<file path="src/rtl/kernel_launch_ctrl_if.sv">
// Host register port of the kernel launch controller: strobed reads/writes, read data one cycle later.
// The port has no backpressure; every strobe is accepted in the cycle it is presented.
interface kernel_launch_ctrl_if;
    logic       host_wr_en;
    logic       host_rd_en;
    logic [2:0] host_addr;
    logic [7:0] host_wr_data;
    logic [7:0] host_rd_data;

    modport master (
        output host_wr_en,
        output host_rd_en,
        output host_addr,
        output host_wr_data,
        input  host_rd_data
    );

    modport slave (
        input  host_wr_en,
        input  host_rd_en,
        input  host_addr,
        input  host_wr_data,
        output host_rd_data
    );
endinterface

</file>
<file path="src/rtl/kernel_launch_ctrl.sv">
// Kernel launch controller: host register file plus dispatcher reset/done sequencing and run-cycle counter.
// Latency: reads 1 cycle; release ARM_CYCLES cycles after start is sampled. Host port never backpressures.
module kernel_launch_ctrl #(
    parameter int ARM_CYCLES = 2,
    parameter int CYC_BITS   = 32
) (
    input  logic                clk,
    input  logic                reset_n,
    kernel_launch_ctrl_if.slave host,
    output logic [7:0]          thread_count,
    output logic                dispatch_reset,
    input  logic                dispatch_done,
    output logic                irq
);
    localparam int AW = (ARM_CYCLES > 1) ? $clog2(ARM_CYCLES) : 1;
    localparam logic [AW-1:0] ARM_LOAD = AW'(ARM_CYCLES - 1);

    typedef enum logic [1:0] {IDLE, ARM, RUN, DONE} state_t;

    state_t              state, state_nxt;
    logic [AW-1:0]       arm_cnt, arm_cnt_nxt;
    logic [CYC_BITS-1:0] cyc, cyc_nxt;
    logic [7:0]          tc_nxt;
    logic [7:0]          rd_nxt;
    logic                done_flg, err_flg, abt_flg;
    logic                done_nxt, err_nxt, abt_nxt;
    logic                busy, wr_tc, wr_ctl, wr_sts, start_cmd, abort_cmd;
    logic [31:0]         cyc_ext;

    assign busy      = (state == ARM) || (state == RUN);
    assign wr_tc     = host.host_wr_en && (host.host_addr == 3'd0);
    assign wr_ctl    = host.host_wr_en && (host.host_addr == 3'd1);
    assign wr_sts    = host.host_wr_en && (host.host_addr == 3'd2);
    // Abort outranks start when both bits are written together.
    assign abort_cmd = wr_ctl && host.host_wr_data[1];
    assign start_cmd = wr_ctl && host.host_wr_data[0] && !host.host_wr_data[1];

    assign dispatch_reset = (state == IDLE) || (state == ARM);
    assign irq            = done_flg;
    assign cyc_ext        = 32'(cyc);

    always_comb begin
        state_nxt   = state;
        arm_cnt_nxt = arm_cnt;
        cyc_nxt     = cyc;
        tc_nxt      = thread_count;
        done_nxt    = done_flg;
        err_nxt     = err_flg;
        abt_nxt     = abt_flg;

        // W1C first so that a flag set on the same edge overrides the clear.
        if (wr_sts) begin
            if (host.host_wr_data[1]) done_nxt = 1'b0;
            if (host.host_wr_data[2]) err_nxt  = 1'b0;
            if (host.host_wr_data[3]) abt_nxt  = 1'b0;
        end

        case (state)
            IDLE, DONE: begin
                if (wr_tc) tc_nxt = host.host_wr_data;
                if (start_cmd) begin
                    if (thread_count != 8'd0) begin
                        state_nxt   = ARM;
                        arm_cnt_nxt = ARM_LOAD;
                        cyc_nxt     = '0;
                        done_nxt    = 1'b0;
                    end else begin
                        err_nxt = 1'b1;
                    end
                end
            end
            ARM, RUN: begin
                if (wr_tc || start_cmd) err_nxt = 1'b1;
                if (abort_cmd) begin
                    state_nxt = IDLE;
                    abt_nxt   = 1'b1;
                end else if (state == ARM) begin
                    if (arm_cnt == '0) state_nxt = RUN;
                    else               arm_cnt_nxt = arm_cnt - 1'b1;
                end else if (dispatch_done) begin
                    state_nxt = DONE;
                    done_nxt  = 1'b1;
                end else if (cyc != '1) begin
                    cyc_nxt = cyc + 1'b1;
                end
            end
        endcase
    end

    always_comb begin
        rd_nxt = 8'd0;
        case (host.host_addr)
            3'd0:    rd_nxt = thread_count;
            3'd2:    rd_nxt = {4'd0, abt_flg, err_flg, done_flg, busy};
            3'd3:    rd_nxt = cyc_ext[7:0];
            3'd4:    rd_nxt = cyc_ext[15:8];
            3'd5:    rd_nxt = cyc_ext[23:16];
            3'd6:    rd_nxt = cyc_ext[31:24];
            default: rd_nxt = 8'd0;
        endcase
    end

    always_ff @(posedge clk or negedge reset_n) begin
        if (!reset_n) begin
            state             <= IDLE;
            arm_cnt           <= '0;
            cyc               <= '0;
            thread_count      <= 8'd0;
            done_flg          <= 1'b0;
            err_flg           <= 1'b0;
            abt_flg           <= 1'b0;
            host.host_rd_data <= 8'd0;
        end else begin
            state        <= state_nxt;
            arm_cnt      <= arm_cnt_nxt;
            cyc          <= cyc_nxt;
            thread_count <= tc_nxt;
            done_flg     <= done_nxt;
            err_flg      <= err_nxt;
            abt_flg      <= abt_nxt;
            if (host.host_rd_en) host.host_rd_data <= rd_nxt;
        end
    end
endmodule
</file>
<file path="src/flat_wrapper.sv">
// flat-port wrapper written by rule: the top's interface ports become plain ports
module kernel_launch_ctrl_flat 
#(
    parameter int ARM_CYCLES = 2,
    parameter int CYC_BITS   = 32
)
  (clk, reset_n, thread_count, dispatch_reset, dispatch_done, irq, host_host_wr_en, host_host_rd_en, host_host_addr, host_host_wr_data, host_host_rd_data);
  kernel_launch_ctrl_if host_i ();
  input  logic clk;
  input  logic reset_n;
  output logic [7:0] thread_count;
  output logic dispatch_reset;
  input  logic dispatch_done;
  output logic irq;
  input wire logic [$bits(host_i.host_wr_en)-1:0] host_host_wr_en;
  input wire logic [$bits(host_i.host_rd_en)-1:0] host_host_rd_en;
  input wire logic [$bits(host_i.host_addr)-1:0] host_host_addr;
  input wire logic [$bits(host_i.host_wr_data)-1:0] host_host_wr_data;
  output wire logic [$bits(host_i.host_rd_data)-1:0] host_host_rd_data;
  assign host_i.host_wr_en = host_host_wr_en;
  assign host_i.host_rd_en = host_host_rd_en;
  assign host_i.host_addr = host_host_addr;
  assign host_i.host_wr_data = host_host_wr_data;
  assign host_host_rd_data = host_i.host_rd_data;
  kernel_launch_ctrl #(.ARM_CYCLES(ARM_CYCLES), .CYC_BITS(CYC_BITS)) u_core (.clk(clk), .reset_n(reset_n), .host(host_i), .thread_count(thread_count), .dispatch_reset(dispatch_reset), .dispatch_done(dispatch_done), .irq(irq));
endmodule
</file>
<file path="config.mk">
export PLATFORM = sky130hd
export DESIGN_NAME = kernel_launch_ctrl_flat
export DESIGN_NICKNAME = d
export VERILOG_FILES = /design/src/rtl/kernel_launch_ctrl_if.sv /design/src/rtl/kernel_launch_ctrl.sv /design/src/flat_wrapper.sv
export SDC_FILE = /design/constraint.sdc
export NUM_CORES = 1
export LEC_CHECK = 0
export BUFFER_PORTS_ARGS = -buffer_cell sky130_fd_sc_hd__buf_2
export CORE_ASPECT_RATIO = 0.9
export CORE_MARGIN = 2
export CORE_UTILIZATION = 60
export CTS_BUF_LIST = sky130_fd_sc_hd__clkbuf_16
export DETAILED_ROUTE_END_ITERATION = 16
export PLACE_DENSITY = 0.81
export SYNTH_ARGS = -nofsm -noshare
export SYNTH_HDL_FRONTEND = slang
export SYNTH_SLANG_ARGS = --single-unit
</file>
<file path="constraint.sdc">
create_clock -name clk -period 4.44 [get_ports clk]
set_input_delay 0 -clock clk [delete_from_list [all_inputs] [get_ports clk]]
set_output_delay 0 -clock clk [all_outputs]
set_load 0.05 [all_outputs]
</file>
## After elaboration in Yosys (flattened, before gate mapping)

Index checks and enable logic that the tools add are counted.

- Register bits after elaboration: 54
- Logic and storage cells: 87
- Input port bits: 16
- Output and inout port bits: 18

- Eq/ne operators: 19
- Muxes and demuxes: 39
- Reductions and logical operators: 19
- Add/sub/neg operators: 2

Operator list:

| kind | count |
|---|---|
| $mux W32 | 6 |
| $pmux W32 S2 | 1 |
| $pmux W8 S6 | 1 |
| $add A32 B1 Y32 const B | 1 |
| $ne A32 B32 Y1 const B | 1 |
| $mux W1 | 21 |
| $mux W2 | 6 |
| $eq A3 B3 Y1 const B | 3 |
| $ne A2 B1 Y1 const B | 4 |
| $reduce_and A4 Y1 | 2 |
| $reduce_bool A8 Y1 | 1 |
| $eq A3 B2 Y1 const B | 2 |
| $logic_and A1 B1 Y1 | 6 |
| $ne A2 B2 Y1 const B | 3 |
| $pmux W1 S2 | 3 |
| $reduce_and A6 Y1 | 1 |
| $eq A2 B2 Y1 const B | 2 |
| $ne A4 B2 Y1 const B | 1 |
| $ne A4 B4 Y1 const B | 1 |
| $pmux W2 S2 | 1 |
| $reduce_or A2 Y1 | 2 |
| $eq A3 B1 Y1 const B | 1 |
| $logic_not A3 Y1 | 1 |
| $logic_or A1 B1 Y1 | 3 |
| 5 further kinds | 5 |

## Depth between registers and ports, before layout

Gate-level depths: netlist (run 1).

- Depth in word-level cells: 7
- Mapped depth: 9
- Gate-level depth less buffers: 7

## Worst setup path after synthesis (run 1)

Ideal clock, no wire load.

- Kind: flip-flop to flip-flop
- Start point: reg u_core.thread_count[2]
- End point: reg u_core.cyc[8]
- Arrival time: 2.067 ns
- Period minus slack after synthesis: 2.177 ns
- Path buffers: 1
- Library setup time: 0.110 ns
- Path slack: 2.263 ns
- Data required time: 4.330 ns
- Stages on the path, launching flop included: 7
- Cell sequence: dfrtp_1 > or4_1 > o211a_1 > o21ai_1 > buf_2 > o31ai_1 > o41ai_1

- Cells in the longest elaborated chain, start to end: 3

RTL lines:

| item | line | RTL |
|---|---|---|
| from (decl) | kernel_launch_ctrl.sv:10 | `output logic [7:0] thread_count,` |
| from (signal assigned) | kernel_launch_ctrl.sv:117 | `thread_count <= tc_nxt;` |
| $reduce_bool A8 Y1 | kernel_launch_ctrl.sv:62 | `if (thread_count != 8'd0) begin` |
| $ne A2 B1 Y1 (no source line) | - |  |
| $reduce_and A6 Y1 (no source line) | - |  |
| to (signal assigned) | kernel_launch_ctrl.sv:116 | `cyc <= cyc_nxt;` |
| to (decl) | kernel_launch_ctrl.sv:22 | `logic [CYC_BITS-1:0] cyc, cyc_nxt;` |

Every way passes these cells.
A chain may end at the register's enable or synchronous reset.

## Worst setup path in the final report (run 1)

- Start point: reg u_core.state[0]
- End point: reg u_core.cyc[5]

- Cells in the longest elaborated chain, start to end: 4
- Elaborated cells between the ends (all ways): 14
- Those cells by class: eq/ne: 9; mux: 1; reduce/logical: 4

RTL lines:

| item | line | RTL |
|---|---|---|
| from (decl) | kernel_launch_ctrl.sv:20 | `state_t state, state_nxt;` |
| from (signal assigned) | kernel_launch_ctrl.sv:114 | `state <= state_nxt;` |
| $eq A2 B2 Y1 (tied with other cells) | kernel_launch_ctrl.sv:58 | `case (state)` |
| $reduce_or A2 Y1 | kernel_launch_ctrl.sv:58 |  |
| $ne A2 B2 Y1 (no source line) or $ne A2 B1 Y1 (tied branches) | - |  |
| $reduce_and A6 Y1 (no source line) | - |  |

Parallel ways exist; a longest one is shown, timed or not.

==> results of run 1 <==
-- state kept, by name (all words and copies together) (netlist names) --
register	flops
u_core.arm_cnt	1
u_core.err_flg	1
u_core.state	2
u_core.irq	1
u_core.thread_count	8
u_core.abt_flg	1
u_core.host.host_rd_data	8
u_core.cyc	32
-- where the power goes --
group          switching (mW)  internal, mW
sequential             0.0898         0.575
combinational           0.680         0.301
clock                   0.172         0.204
-- layout make-up --
type	count	area, um2
tap	70	87.6
inverter	14	52.6
clock buffer	5	125
sequential	54	1350
fill	442	1820
timing repair buffer	45	275
clock inverter	3	12.5
multi-input combinational	287	1900
-- metrics by stage --
step | setup WS (ps) | hold slack [ps]
final | 1420 | 12.7
after global routing | 1190 | 23.8
after CTS | 1490 | 13.4
after detailed placement | 1500 | 173
after global placement | 1610 | 166
after floorplan | 2260 | -296
-- worst min-delay path by stage --
stage,startpoint,endpoint,slack [ps],cells after the start
6_report,host_host_rd_en,u_core.host.host_rd_data[6],10,2
5_1_grt,host_host_rd_en,u_core.host.host_rd_data[6],20,2
4_1_cts,host_host_rd_en,u_core.host.host_rd_data[6],10,2
3_5_place_dp,reset_n,u_core.host.host_rd_data[6],170,2
3_3_place_gp,reset_n,u_core.host.host_rd_data[6],170,2
2_1_floorplan,reset_n,u_core.abt_flg,-300,0
-- worst max-delay path: stages, from the launching register on --
cell	delay [ps]
sky130_fd_sc_hd__dfrtp_1	390
sky130_fd_sc_hd__inv_1	80
sky130_fd_sc_hd__ha_1	560
sky130_fd_sc_hd__inv_1	490
sky130_fd_sc_hd__nor4_2	380
sky130_fd_sc_hd__buf_4	270
sky130_fd_sc_hd__nand2_1	330
sky130_fd_sc_hd__o41ai_1	410
-- timing repair --
| action | 4_1_cts | 5_1_grt |
|---|---|---|
| resized for setup | 0 | 0 |
| hold buffers | 8 | 0 |
| endpoints found under the hold margin | 61 | 0 |
-- cell families after synthesis --
kind of cell | synth area share (%)
muxes | 5.50
DFF | 39.0
buffers and inverters | 6.25
adders and majority gates | 1.81
AOI/OAI and AO/OA | 25.3
xor gates and xnor gates | 0.253
and+or+nand+nor | 21.9
-- metal layers --
metal | GRT usage (%) | share of wire [%] | vias up
met1 | 45.0 | 42 | 1611
met3 | 5.09 | 9.6 | 33
met5 | 0 | 0 | -
met4 | 8.55 | 2.8 | 0
li1 | - | - | 1528
met2 | 46.7 | 46 | 207
-- layout by cell type (no fill, tap or decap), types with 5 or more instances in the layout --
cell,synthesis,routed
sky130_fd_sc_hd__a31oi_1,20,20
sky130_fd_sc_hd__o31ai_1,35,35
sky130_fd_sc_hd__ha_1,5,5
sky130_fd_sc_hd__mux2_2,8,8
sky130_fd_sc_hd__o21ai_1,10,10
sky130_fd_sc_hd__nand4_1,10,10
sky130_fd_sc_hd__nor3_1,5,5
sky130_fd_sc_hd__inv_1,14,15
sky130_fd_sc_hd__mux2i_1,10,10
sky130_fd_sc_hd__nor2_1,24,24
sky130_fd_sc_hd__and2_1,6,6
sky130_fd_sc_hd__clkbuf_16,0,5
sky130_fd_sc_hd__buf_2,10,33
sky130_fd_sc_hd__nand2_1,25,25
sky130_fd_sc_hd__nand3_1,31,31
sky130_fd_sc_hd__a41oi_1,6,6
sky130_fd_sc_hd__o21ai_0,16,16
sky130_fd_sc_hd__a21oi_1,6,6
sky130_fd_sc_hd__and3_1,7,7
sky130_fd_sc_hd__dlygate4sd3_1,0,8
sky130_fd_sc_hd__o22ai_1,8,8
sky130_fd_sc_hd__dfrtp_1,54,54
sky130_fd_sc_hd__o41ai_1,5,5
-- synthesized netlist by cell type, types with 6 or more instances --
| master | n | area, um2 |
|---|---|---|
| sky130_fd_sc_hd__nor2_1 | 24 | 90.1 |
| sky130_fd_sc_hd__nand2_1 | 25 | 93.8 |
| sky130_fd_sc_hd__dfrtp_1 | 54 | 1350 |
| sky130_fd_sc_hd__a41oi_1 | 6 | 52.6 |
| sky130_fd_sc_hd__o21ai_0 | 16 | 80.1 |
| sky130_fd_sc_hd__nand4_1 | 10 | 62.6 |
| sky130_fd_sc_hd__a21oi_1 | 6 | 30.0 |
| sky130_fd_sc_hd__clkbuf_1 | 9 | 33.8 |
| sky130_fd_sc_hd__nand3_1 | 31 | 155 |
| sky130_fd_sc_hd__a31oi_1 | 20 | 125 |
| sky130_fd_sc_hd__mux2i_1 | 10 | 100 |
| sky130_fd_sc_hd__o31ai_1 | 35 | 263 |
| sky130_fd_sc_hd__mux2_2 | 8 | 90.1 |
| sky130_fd_sc_hd__o22ai_1 | 8 | 50.1 |
| sky130_fd_sc_hd__buf_2 | 10 | 50.1 |
| sky130_fd_sc_hd__o21ai_1 | 10 | 50.1 |
| sky130_fd_sc_hd__and3_1 | 7 | 43.8 |
| sky130_fd_sc_hd__and2_1 | 6 | 37.5 |
| sky130_fd_sc_hd__inv_1 | 14 | 52.6 |
==> tab_implementation.tex, run 1 <==
\begin{tabular}{lr}
\hline
Metric & Value \\
\hline
\multicolumn{2}{l}{\textbf{Outcome}} \\
\quad Run status & completed \\
\multicolumn{2}{l}{\textbf{CTS}} \\
\quad Maximum buffer depth of the clock tree & 2 \\
\quad Clock sink total & 54 \\
\quad CTS root buf & sky130\_fd\_sc\_hd\_\_clkbuf\_16 \\
\quad Worst-Skew Late Latency & $\sim$290 ps \\
\quad Clock transition time at the flip-flop clock pins of the worst setup and hold paths & roughly 70 ps \\
\quad Htree depth & 2 \\
\quad Post-CTS Setup Inserts & 0 \\
\quad Clock tree from TritonCTS & done \\
\quad Number of clock buffers inserted by TritonCTS & 5 \\
\multicolumn{2}{l}{\textbf{Layout}} \\
\quad Synthesis-to-finish area growth & 9.91\% \\
\quad Cell area after layout & 3800 um2 \\
\quad Final net count & around 430 \\
\quad Post-route core utilization & 67.6\% \\
\quad Number of diodes & 0 \\
\quad Fraction of final layout cells with drive strength greater than 1 & between 10\% and 20\% \\
\quad Cell Count, Final, Fillers Out & roughly 480 \\
\multicolumn{2}{l}{\textbf{Power}} \\
\quad Tot Pwr & between 2 and 2.5 mW \\
\quad Worst ir drop on vdd & between 0.5 and 0.6 mV \\
\quad Leak & 1.61 nW \\
\quad Power density of the placed cells & 532 nW/um2 \\
\multicolumn{2}{l}{\textbf{Global routing}} \\
\quad Via count of the first global-routing pass & between 3000 and 4000 \\
\quad Total overflow reported by the global router & 0 \\
\quad Overall routing resource usage & between 30 and 40\% \\
\quad Wire length of the first global-routing pass & 15900 um \\
\quad Antenna violations before repair & 0 \\
\quad Pin count of the biggest net entering global routing & 55 \\
\multicolumn{2}{l}{\textbf{Floorplan}} \\
\quad Die H & about 76 um \\
\quad Row count & 26 \\
\quad Boundary Pins & 34 \\
\quad Floorplan die area & 6390 um2 \\
\quad Initial core utilization & 61.5\% \\
\quad Width of the die & roughly 84 um \\
\quad Core region area & around 5600 um2 \\
\multicolumn{2}{l}{\textbf{Timing}} \\
\quad Achievable Freq & 0.331 GHz \\
\quad Post-route clock skew & around 6.4 ps \\
\quad Setup violations, final & 0 \\
\quad Period minus WS final & slightly above 3000 ps \\
\quad Hold violation count in the final report & 0 \\
\quad Final Max Tran Viols & 0 \\
\quad Worst slew pin tran & roughly 1000 ps \\
\quad Setup repair after global routing missed its margin & no \\
\quad Share of the cycle needed by the critical path after routing & just under 70\% \\
\quad Slew margin rel. & between 30\% and 40\% \\
\quad Total negative slack & 0 ps \\
\multicolumn{2}{l}{\textbf{Setup path}} \\
\quad R2r endpoint & u\_core.cyc[5] \\
\quad Cell count of the worst reg-to-reg path & 7 \\
\quad Critical path capture point type & flop \\
\quad Worst setup path endpoint & u\_core.cyc[5] \\
\quad Kind of launch point of the worst setup path & flop \\
\quad Setup crit start & u\_core.state[0] \\
\quad RR Startpoint & u\_core.state[0] \\
\quad Category of the most critical setup path & flop to flop \\
\quad Worst EP arrival & between 3000 and 4000 ps \\
\quad Worst R2R Setup Slack & roughly 1400 ps \\
\quad Required time reported for the critical path endpoint & between 4000 and 5000 ps \\
\quad Largest driver fanout on the critical path & 25 \\
\multicolumn{2}{l}{\textbf{Placed design}} \\
\quad Final estimated routing congestion in global placement & 0.940 \\
\quad Cell area reported after detailed placement & 3590 um2 \\
\quad HPWL after DPL & between 6000 and 7000 um \\
\quad Port Buffers & 33 \\
\quad Count of placed standard cells including taps & $\sim$460 \\
\multicolumn{2}{l}{\textbf{Hold path}} \\
\quad Classification of the worst-slack hold path & input port to flop \\
\multicolumn{2}{l}{\textbf{Synth}} \\
\quad Number of storage elements in the synthesis netlist & 54 \\
\quad Unique masters post-synth & 56 \\
\quad Syn\_nets & between 400 and 500 \\
\quad Count of yosys warnings during synthesis & 0 \\
\quad Main flop type after synthesis & sky130\_fd\_sc\_hd\_\_dfrtp\_1 \\
\quad Syn Inst Count & $\sim$380 \\
\quad Proportion of register bits with asynchronous set or reset after synthesis & 100\% \\
\quad Post-synthesis sequential area ratio & around 40\% \\
\quad Post-synth EDFFs & 0 \\
\quad Post-Synthesis Mean Instance Area & approximately 9.1 um2 \\
\quad Mapped cell area & about 3500 um2 \\
\multicolumn{2}{l}{\textbf{Route}} \\
\quad Number of search-and-repair iterations in the first detailed-routing pass & 6 \\
\quad Wire length per cell & approximately 20 um \\
\quad Via count of the routed design & roughly 3400 \\
\quad Final Routed Wirelength & 9530 um \\
\quad Number of DRC markers after the initial detailed-route iteration & about 640 \\
\quad Routed via count divided by cell count & 7.07 \\
\quad Residual DRC count & 0 \\
\quad Residual antenna-violating net count after detailed routing & 0 \\
\multicolumn{2}{l}{\textbf{Job}} \\
\quad Max-cap violations & 0 \\
\hline
\end{tabular}
Power figures use the tool's default switching activity.
==> run 2, diff against run 1 <==
Settings changed: CORE_UTILIZATION 60 to 54, PLACE_DENSITY 0.81 to 0.77.
Clock period 4.44 ns to 2.62 ns, I/O delays scaled along.
==> run 2 against run 1 <==
Net effect: routed wire length is 3.6% higher; non-clock buffer count is 13 higher; global-route usage fell by 1.6 points; die area rose by 11%.
==> tab_implementation.tex, run 2 (same netlist as run 1, synthesis figures left out) <==
\begin{tabular}{lr}
\hline
Metric & Value \\
\hline
\multicolumn{2}{l}{\textbf{Floorplan}} \\
\quad Core region area & approximately 6100 um2 \\
\quad Floorplan die area & 7070 um2 \\
\quad Width of the die & approximately 90 um \\
\quad Die H & between 70 and 80 um \\
\quad Boundary Pins & 34 \\
\quad Row count & 27 \\
\quad Initial core utilization & 56.3\% \\
\multicolumn{2}{l}{\textbf{Timing}} \\
\quad Hold Worst Slack & roughly 12 ps \\
\quad Share of the cycle needed by the critical path after routing & 93.2\% \\
\quad Total negative slack & 0 ps \\
\quad Hold violation count in the final report & 0 \\
\quad Post-route clock skew & about 5.7 ps \\
\quad Period minus WS final & between 2000 and 2500 ps \\
\quad Achievable Freq & 0.409 GHz \\
\quad Final Max Tran Viols & 0 \\
\quad Setup violations, final & 0 \\
\quad Smallest setup slack after layout & 178 ps \\
\quad Worst slew pin tran & approximately 790 ps \\
\quad Setup repair after global routing missed its margin & no \\
\quad Slew margin rel. & 47.3\% \\
\multicolumn{2}{l}{\textbf{Layout}} \\
\quad Register Area & between 1000 and 1500 um2 \\
\quad Number of diodes & 0 \\
\quad Cell Count, Final, Fillers Out & 508 \\
\quad Max FFs per register & 32 \\
\quad Final net count & $\sim$440 \\
\quad Area of the multi-input gates & 1900 um2 \\
\quad Most common cell after layout, fill and taps aside & sky130\_fd\_sc\_hd\_\_dfrtp\_1 \\
\quad Synthesis-to-finish area growth & 15.4\% \\
\quad Post-route core utilization & around two thirds \\
\quad Biggest regs & u\_core.cyc (32), u\_core.host.host\_rd\_data (8), u\_core.thread\_count (8) \\
\quad Cell area after layout & 3990 um2 \\
\quad Fraction of final layout cells with drive strength greater than 1 & around a fifth \\
\quad Largest register by flop count & u\_core.cyc \\
\quad Fill cell total of the finished layout & $\sim$500 \\
\quad Most used cells in the layout excluding fill and tap cells & sky130\_fd\_sc\_hd\_\_dfrtp\_1 (54), sky130\_fd\_sc\_hd\_\_o31ai\_1 (35), sky130\_fd\_sc\_hd\_\_buf\_2 (33) \\
\multicolumn{2}{l}{\textbf{Placed design}} \\
\quad Port Buffers & 33 \\
\quad Pre-CTS setup slack & between 200 and 250 ps \\
\quad HPWL after DPL & roughly 7000 um \\
\quad Final estimated routing congestion in global placement & between 1 and 1.5 \\
\quad Cell area reported after detailed placement & about 3700 um2 \\
\quad Count of placed standard cells including taps & between 400 and 500 \\
\multicolumn{2}{l}{\textbf{Power}} \\
\quad Clk network pwr share & 23.0\% \\
\quad Power spent charging and discharging nets & 1.65 mW \\
\quad Tot Pwr & approximately 3.7 mW \\
\quad Power density of the placed cells & about 940 nW/um2 \\
\quad Share of total power in combinational logic & 46.9\% \\
\quad Switching part of the total power & 43.9\% \\
\quad Sequential fraction of design power & a little under a third \\
\quad Leak & roughly 1.7 nW \\
\quad Internal Dissipation & 2.10 mW \\
\quad Worst ir drop on vdd & 0.856 mV \\
\multicolumn{2}{l}{\textbf{CTS}} \\
\quad Clock sink total & 54 \\
\quad Clock tree from TritonCTS & done \\
\quad Maximum buffer depth of the clock tree & 2 \\
\quad CTS root buf & sky130\_fd\_sc\_hd\_\_clkbuf\_16 \\
\quad Htree depth & 2 \\
\quad Clock transition time at the flip-flop clock pins of the worst setup and hold paths & roughly 70 ps \\
\quad Number of clock buffers inserted by TritonCTS & 5 \\
\quad Worst-Skew Late Latency & between 200 and 300 ps \\
\multicolumn{2}{l}{\textbf{Global routing}} \\
\quad Wire length of the first global-routing pass & around 16000 um \\
\quad Antenna violations before repair & 0 \\
\quad Overall routing resource usage & between 20\% and 30\% \\
\quad Via count of the first global-routing pass & roughly 3200 \\
\quad Total overflow reported by the global router & 0 \\
\quad Pin count of the biggest net entering global routing & 35 \\
\multicolumn{2}{l}{\textbf{Outcome}} \\
\quad Run status & completed \\
\multicolumn{2}{l}{\textbf{Setup path}} \\
\quad Kind of launch point of the worst setup path & flop \\
\quad Worst EP arrival & about 2600 ps \\
\quad Number of buffers and inverters on the critical path & 3 \\
\quad Largest driver fanout on the critical path & 20 \\
\quad Critical path capture point type & flop \\
\quad Most frequent cell on the critical path & sky130\_fd\_sc\_hd\_\_inv\_1 \\
\quad Family with the most delay on the worst path & simple AND/OR/NAND/NOR gates \\
\quad Category of the most critical setup path & flop to flop \\
\quad Delay of the slowest critical-path stage & around 450 ps \\
\quad Cells traversed along the worst timing path & inv\_1, ha\_2, inv\_1, nor4\_2, buf\_12, nand2\_1, o41ai\_1 \\
\quad Required time reported for the critical path endpoint & between 2000 and 3000 ps \\
\quad Cell type of the slowest stage on the worst timing path & sky130\_fd\_sc\_hd\_\_o41ai\_1 \\
\multicolumn{2}{l}{\textbf{Job}} \\
\quad Max-cap violations & 0 \\
\multicolumn{2}{l}{\textbf{Route}} \\
\quad Via count of the routed design & 3457 \\
\quad Residual antenna-violating net count after detailed routing & 0 \\
\quad Top routing layer in use & met4 \\
\quad Final Routed Wirelength & between 9000 and 10000 um \\
\quad Met1 wire length & about 4300 um \\
\quad Routed via count divided by cell count & 6.81 \\
\quad Wire length per cell & just under 20 um \\
\quad Length of routed met2 wiring & around 4400 um \\
\quad Residual DRC count & 0 \\
\quad WL met3 & 844 um \\
\quad Number of DRC markers after the initial detailed-route iteration & just over 400 \\
\quad Number of search-and-repair iterations in the first detailed-routing pass & 5 \\
\multicolumn{2}{l}{\textbf{Hold path}} \\
\quad Classification of the worst-slack hold path & input port to flop \\
\hline
\end{tabular}
[run 2: path summary, 6_finish.rpt]
kind                       slack [ps]  cells past startpoint             from                           to
setup reg to reg                  180                      7  u_core.state[0]                u_core.cyc[5]
hold / removal                     10                      2  host_host_rd_en  u_core.host.host_rd_data[6]
setup / recovery                  180                      7  u_core.state[0]                u_core.cyc[5]
max in group asynchronous        1540                      3          reset_n               u_core.cyc[18]
hold reg to reg                   510                      2   u_core.err_flg               u_core.err_flg
min in group asynchronous         320                      2          reset_n  u_core.host.host_rd_data[4]
[run 2: routing by layer]
metal	GRT usage, %	vias up
met5	0	-
met4	10.3	0
met3	4.24	32
met2	43.1	205
met1	42.7	1664
li1	-	1556
[run 2: layout make-up]
type | instances | area share [%]
Clock buffer | 5 | 3.13
Tap cell | 87 | 2.73
Sequential cell | 54 | 33.8
Timing Repair Buffer | 58 | 9.65
Clock inverter | 3 | 1.72
Multi-Input combinational cell | 287 | 47.6
Inverter | 14 | 1.32
[run 2: what timing repair did]
item                                    4_1_cts  5_1_grt
gates resized for setup                       0        1
hold buffers                                  8        0
hold endpoints to repair                     40        0
setup buffers                                 0        0
endpoints found under the setup margin        0        2
[run 2: power by group through the flow]
stage                     Combinational (mW)  Clock [mW]  Sequential, mW
after global placement                  1.68           0            1.13
after global routing                    1.91       0.906            1.15
after floorplan                        0.994           0            1.38
after detailed placement                1.71           0            1.14
final                                   1.76       0.864            1.13
after CTS                               1.73       0.865            1.12
[run 2: worst reg2reg max path, delay by kind of cell, from the launching register on]
| family | cells | cell delay [ps] |
|---|---|---|
| adders and majority gates | 1 | 390 |
| buffers and inverters | 3 | 380 |
| and+or+nand+nor | 2 | 710 |
| DFF | 1 | 390 |
| AOI/OAI and AO/OA | 1 | 450 |
